===== config.mk =====
export PLATFORM = sky130hd
export DESIGN_NAME = stopwatch_timer
export DESIGN_NICKNAME = d
export VERILOG_FILES = /design/src/rtl/stopwatch_pkg.sv /design/src/rtl/stopwatch_timer_bcd_digit.sv /design/src/rtl/stopwatch_timer.sv
export SDC_FILE = /design/constraint.sdc
export NUM_CORES = 1
export LEC_CHECK = 0
export BUFFER_PORTS_ARGS = -buffer_cell sky130_fd_sc_hd__buf_2
export CAP_MARGIN = 0
export CORE_MARGIN = 3
export CORE_UTILIZATION = 47
export CTS_BUF_LIST = sky130_fd_sc_hd__clkbuf_2 sky130_fd_sc_hd__clkbuf_4 sky130_fd_sc_hd__clkbuf_8
export CTS_CLUSTER_DIAMETER = 120
export CTS_CLUSTER_SIZE = 30
export DETAILED_ROUTE_END_ITERATION = 16
export MAX_ROUTING_LAYER = met4
export PLACE_DENSITY = 0.71
export SKIP_CTS_REPAIR_TIMING = 1
export SYNTH_ARGS = -nofsm -noshare
export SYNTH_HDL_FRONTEND = slang
export SYNTH_SLANG_ARGS = --single-unit

===== constraint.sdc =====
create_clock -name i_clk -period 2.8 [get_ports i_clk]
set_input_delay 0.28 -clock i_clk [delete_from_list [all_inputs] [get_ports i_clk]]
set_output_delay 0.28 -clock i_clk [all_outputs]
set_load 0.05 [all_outputs]

===== src/rtl/stopwatch_pkg.sv =====
// stopwatch_pkg: shared BCD digit and packed MM:SS.CC time types
package stopwatch_pkg;
  typedef logic [3:0] bcd_t;
  typedef struct packed {
    bcd_t m_tens;
    bcd_t m_ones;
    bcd_t s_tens;
    bcd_t s_ones;
    bcd_t c_tens;
    bcd_t c_ones;
  } time_t;
  localparam bcd_t BCD_MAX9 = 4'd9;
  localparam bcd_t BCD_MAX5 = 4'd5;
  localparam time_t ZERO_TIME = '0;
endpackage


===== src/rtl/stopwatch_timer_bcd_digit.sv =====
// bcd_digit: mod-(MAX+1) BCD counter cell with ripple carry
module bcd_digit
  import stopwatch_pkg::*;
#(
  parameter bcd_t MAX = BCD_MAX9
) (
  input  logic i_clk,
  input  logic i_rst_n,
  input  logic i_clr,
  input  logic i_cin,
  output bcd_t o_digit,
  output logic o_cout
);
  bcd_t digit_q, digit_d;
  // out-of-range values fall back to 0 on the next carry-in
  always_comb digit_d = i_clr ? '0 : !i_cin ? digit_q : (digit_q >= MAX) ? '0 : digit_q + 4'd1;
  always_ff @(posedge i_clk) begin
    if (!i_rst_n) digit_q <= '0;
    else digit_q <= digit_d;
  end
  assign o_digit = digit_q;
  assign o_cout  = i_cin && (digit_q == MAX);
endmodule


===== src/rtl/stopwatch_timer.sv =====
// stopwatch_timer: 1/100 s prescaler and BCD MM:SS.CC counter; lap capture under STOPWATCH_LAP_EN
module stopwatch_timer
  import stopwatch_pkg::*;
#(
  parameter int CLK_HZ  = 50000000,
  parameter int TICK_HZ = 100
) (
  input  logic        i_clk,
  input  logic        i_rst_n,
  input  logic        i_en,
  input  logic        i_clr,
  input  logic        i_lap,
  output logic [23:0] o_time,
  output logic        o_tick,
  output logic        o_wrap,
  output logic [23:0] o_lap_time,
  output logic        o_lap_valid
);
  localparam int DIV = CLK_HZ / TICK_HZ;
  localparam int PW  = $clog2(DIV);
  logic [PW-1:0] pre_q, pre_d;
  logic tick_d, tick_q, wrap_d, wrap_q;
  logic [6:0] cy;
  bcd_t dig [6];
  time_t now;
  assign tick_d = i_en && !i_clr && (pre_q == PW'(DIV - 1));
  assign cy[0]  = tick_d;
  // digit order: c_ones, c_tens, s_ones, s_tens, m_ones, m_tens
  for (genvar i = 0; i < 6; i++) begin : g_dig
    bcd_digit #(.MAX((i == 3 || i == 5) ? BCD_MAX5 : BCD_MAX9)) u_dig (
      .i_clk  (i_clk),
      .i_rst_n(i_rst_n),
      .i_clr  (i_clr),
      .i_cin  (cy[i]),
      .o_digit(dig[i]),
      .o_cout (cy[i+1])
    );
  end
  assign now    = {dig[5], dig[4], dig[3], dig[2], dig[1], dig[0]};
  assign wrap_d = cy[6];
  always_comb pre_d = (i_clr || tick_d) ? '0 : i_en ? pre_q + 1'b1 : pre_q;
  always_ff @(posedge i_clk) begin
    if (!i_rst_n) begin
      pre_q  <= '0;
      tick_q <= 1'b0;
      wrap_q <= 1'b0;
    end else begin
      pre_q  <= pre_d;
      tick_q <= tick_d;
      wrap_q <= wrap_d;
    end
  end
  assign o_time = now;
  assign o_tick = tick_q;
  assign o_wrap = wrap_q;
`ifdef STOPWATCH_LAP_EN
  time_t lap_q, lap_d;
  logic lap_valid_q, lap_valid_d;
  // sampling now before the edge latches the pre-tick value on a coincident tick
  always_comb begin
    lap_d       = i_clr ? ZERO_TIME : i_lap ? now : lap_q;
    lap_valid_d = !i_clr && (i_lap || lap_valid_q);
  end
  always_ff @(posedge i_clk) begin
    if (!i_rst_n) begin
      lap_q       <= ZERO_TIME;
      lap_valid_q <= 1'b0;
    end else begin
      lap_q       <= lap_d;
      lap_valid_q <= lap_valid_d;
    end
  end
  assign o_lap_time  = lap_q;
  assign o_lap_valid = lap_valid_q;
`else
  logic unused_lap;
  assign unused_lap  = i_lap;
  assign o_lap_time  = '0;
  assign o_lap_valid = 1'b0;
`endif
endmodule


; Yosys cells after proc, flatten, opt, wreduce, memory -nomap -nowiden
; Cells that the tools add are included.
[classes]
addsub = 7
n_lt_le_gt_ge = 6
n_eq_ne = 7
mux = 6
bitwise = 1
reduce_logical = 12
[ops]
columns = op, n
row1 = "adder 4 x 1 -> 4 bit, second input constant", 6
row2 = two-way mux 4 bit, 6
row3 = "adder 19 x 1 -> 19 bit, second input constant", 1
row4 = "equality test 19 bit, second input constant", 1
row5 = "equality test 4 bit, second input constant", 4
row6 = ">= comparator 4 bit, second input constant", 4
row7 = "equality test 4 x 3 -> 1 bit, second input constant", 2
row8 = ">= comparator 4 x 3 -> 1 bit, second input constant", 2
row9 = logical AND 1 bit, 8
row10 = OR reduction 2 bit, 2
row11 = zero test 1 bit, 1
row12 = logical OR 1 bit, 1
row13 = inverter 1 bit, 1
[totals]
reg_bits = 45
inputBits = 5
out_inout_bits = 51
word_cells = 48

; Longest topological paths before layout
[depth]
depth_word = 9
mapped_depth = 8

; Modules after synthesis
; Synthesis repeated with hierarchy kept, for this count alone.
[hier_totals]
hier_cells = 280
hier_area_um2 = 2537.4
[modules_own_cells]
columns = mod, instances, cells_per_inst, area_each_um2
row1 = stopwatch_timer, 1, 132, 1153.6
row2 = bcd_digit (g_dig[0].u_dig ...), 4, 24, 220.2
row3 = bcd_digit (g_dig[3].u_dig ...), 2, 26, 251.5

; Worst setup path before layout
; No wires, ideal clock.
[synth_timing]
path_type = reg2reg
start = register g_dig[0].u_dig.digit_q[0]
end = register g_dig[3].u_dig.digit_q[2]
setup_ps = 71
t_arrival_ps = 2281
required_time_ps = 2729
slack_ps = 449
stages_incl_launch_ff = 8
path_buffers = 1
path_cell_list = dfxtp_1 > ha_1 > and3b_1 > and4b_1 > clkbuf_2 > nand4_4 > or4b_1 > a21oi_1
[synth_between]
elab_chain_cells = 4
[synth_lines]
columns = element, line
row1 = start: declaration, stopwatch_timer_bcd_digit.sv:14  ; bcd_t digit_q, digit_d;
row2 = start signal: assignment, stopwatch_timer_bcd_digit.sv:19  ; else digit_q <= digit_d;
row3 = equality test 4 bit, stopwatch_timer_bcd_digit.sv:22  ; assign o_cout = i_cin && (digit_q == MAX);
row4 = logical AND 1 bit (3 in a row), stopwatch_timer_bcd_digit.sv:22
row5 = end signal: assignment, stopwatch_timer_bcd_digit.sv:19
row6 = end: declaration, stopwatch_timer_bcd_digit.sv:14
; Every way passes these cells.
; A chain may end at the register's enable or synchronous reset.

; Final worst setup path
[layout_timing]
start = register pre_q[8]
end = register g_dig[3].u_dig.digit_q[2]
[layout_between]
elab_chain_cells = 5
[layout_lines]
columns = element, line
row1 = start: declaration, stopwatch_timer.sv:21  ; logic [PW-1:0] pre_q, pre_d;
row2 = start signal: assignment, stopwatch_timer.sv:48  ; pre_q <= pre_d;
row3 = equality test 19 bit, stopwatch_timer.sv:26  ; assign tick_d = i_en && !i_clr && (pre_q == PW'(DIV - 1));
row4 = logical AND 1 bit, stopwatch_timer.sv:26
row5 = logical AND 1 bit (3 in a row), stopwatch_timer_bcd_digit.sv:22
; Every way passes these cells.

==> results.ini <==
[worst_setup_path]
cpLargestDelayFamily = simple AND/OR/NAND/NOR gates
worst_path_max_delay_cell = or4b_2
cpPeakStageDelay_ns = 0.63
critPathMaxFanout = 8
worst_ep_arrival_time_ns = 2.50
critPathLaunchType = flop
crit_buf_inv = 0
endpoint_kind = flop
cp_cell_sequence = or4b_2 -> nor2_2 -> nand4_4 -> or4b_1 -> a21oi_1
critical_path_class = flop to flop
required_ns = 3.04

[sta]
tns_ns = 0
rsz0062_at_grt = false
setup_violations = 0
worst_slew_margin_rel_pct = 51.3
min_period_ns = 2.26
hold_viol = 0
finClkSkew_ns = 0.00951
worst_pin_slew_ns = 0.725
finalMaxSlewViolations = 0
fmax_mhz = 443
fin_crit_sh_pct = 80.6

[synthesis]
synth_cell_type_count = 51
seq_area_frac_synth_pct = 35.0
yosysWarnings = 0
synth_area_mm2 = 0.00257
syn-instance-count = 303
synth_enable_flop_cells = 0
ys.flop_type = dfxtp_1
ys_seq_elements = 45
async_reset_ff_share_pct = 0
synth_area_per_cell_um2 = 8.49

[layout]
final_util_pct = 53.9
layout-drive-gt1-share_pct = 16.0
final_common_cell = dfxtp_1
nNetsFinal = 360
layout_common_cells = dfxtp_1, nor2_1, nand2_1, buf_2, conb_1
diodes = 0
area_growth_pct = 9.15

[die]
fp.coreArea_mm2 = 0.00520
start_util_pct = 49.4
fp.dieW_um = 80.0
dieArea_mm2 = 0.00639
io_pins = 56
die_h_um = 80.0
num_rows = 26

[routing]
drc = 0
firstDrtPassIters = 4
drt_iter0_drc = 98
via_count = 2105
wl_per_cell_um = 11.6
vias_per_cell = 5.17
ant_nets = 0
routed_wl_um = 4730

[pwr]
power.total_mw = 1.18
power_leakage_nw = 1.12
peakVddDrop_mv = 0.224
power_density_mw_per_mm2 = 421

[clocking]
clk_pin_slew_ns = 0.09
clockBufferDepth = 2
cts_buffers = 5
clockRootBuffer = clkbuf_8
cts_tree = done
htree_levels = 2
clock_latency_ns = 0.30
numClockSinks = 45

[global_routing]
grt-ovfl-total = 0
grt_util_all_layers_pct = 16.2
grt_pass1_vias = 1797
grt_antenna_before_repair = 0
grt_max_degree = 20
grt_pass1_wl_um = 8060

[placement]
io_buffers = 29
place.gp.congestion = 0.828
dp_hpwl_um = 3540

[min_path]
hold_path_class = primary input to flop

[job]
cap_viol_max_count = 0

[run_status]
status = finished, final reports clean

Yosys cell counts, drive strengths merged (2+ instances only):
master,n,area [um2]
nor2b,3,18.8
ha,19,238
nand4b,3,26.3
nand2,30,113
o21ai,14,70.1
a21oi,8,40.0
o211ai,5,37.5
nand3b,2,15.0
dfxtp,45,901
nor3,4,20.0
nor3b,3,22.5
nor2,34,130
xor2,13,114
and3,2,13.8
and3b,2,18.8
nand4,10,77.6
nand2b,4,25.0
nand3,24,120
and2,2,13.8
mux2i,2,20.0
or4b,3,33.8
o31ai,3,22.5
buf,26,193
and4,4,38.8
clkbuf,4,16.3
inv,14,52.6
xnor2,5,43.8
a211oi,2,15.0
cell families after synthesis:
logic type,share of synthesized area [%]
AND/OR/NAND/NOR,29.2
AO/OA/AOI/OAI,8.86
buffers and inverters,10.6
other,0.146
multiplexers,0.779
XOR/XNOR,6.13
flip-flops,35.0
adder cells (fa/ha/maj),9.25
layout make-up:
class	count	area (um2)
fill	496	2400
clock inverter	1	5.00
timing repair buffer	33	175
multi-input combinational	237	1490
tap	70	87.6
sequential	45	901
inverter	14	52.6
clock buffer	7	96.3
worst paths after layout:
| kind | slack (ns) | start | endpoint | cells past startpoint |
|---|---|---|---|---|
| hold reg to reg | 0.51 | pre_q[18] | pre_q[18] | 2 |
| setup reg to reg | 0.54 | pre_q[8] | g_dig[3].u_dig.o_digit[2] | 5 |
| setup / recovery | 0.54 | pre_q[8] | g_dig[3].u_dig.o_digit[2] | 5 |
| hold / removal | 0.28 | i_rst_n | o_wrap | 3 |
per-stage QoR:
step | setup WS, ns | area [um2] | hold slack (ns) | cells
after global placement | 0.549 | 2710 | 0.489 | 399
after detailed placement | 0.523 | 2710 | 0.492 | 399
after floorplan | 0.449 | 2660 | 0.428 | 327
after CTS | 0.524 | 2810 | 0.262 | 407
after global routing | 0.419 | 2810 | 0.285 | 407
final | 0.542 | 2810 | 0.275 | 407
flip-flops by register name, indices dropped and copies added (netlist names):
signal,count
g_dig.u_dig.o_digit,24
o_tick,1
pre_q,19
o_wrap,1
tightest hold or removal path, stage by stage:
cell and delay [ns]:
buf_2 0.12, nand2b_1 0.09, nor3_1 0.05
routing by layer:
layer / part of all wire [%] / GRT usage, %
met3: 5.0 / 3.61
met1: 46 / 20.2
met2: 46 / 24.4
met4: 3.0 / 8.78
met5: 0 / -
report_power, final:
| group | switching [mW] | internal (mW) |
|---|---|---|
| clock network | 0.219 | 0.223 |
| registers | 0.000892 | 0.640 |
| logic | 0.0904 | 0.00858 |
| total | 0.310 | 0.872 |
No activity file was read; power rests on OpenSTA's default activity.
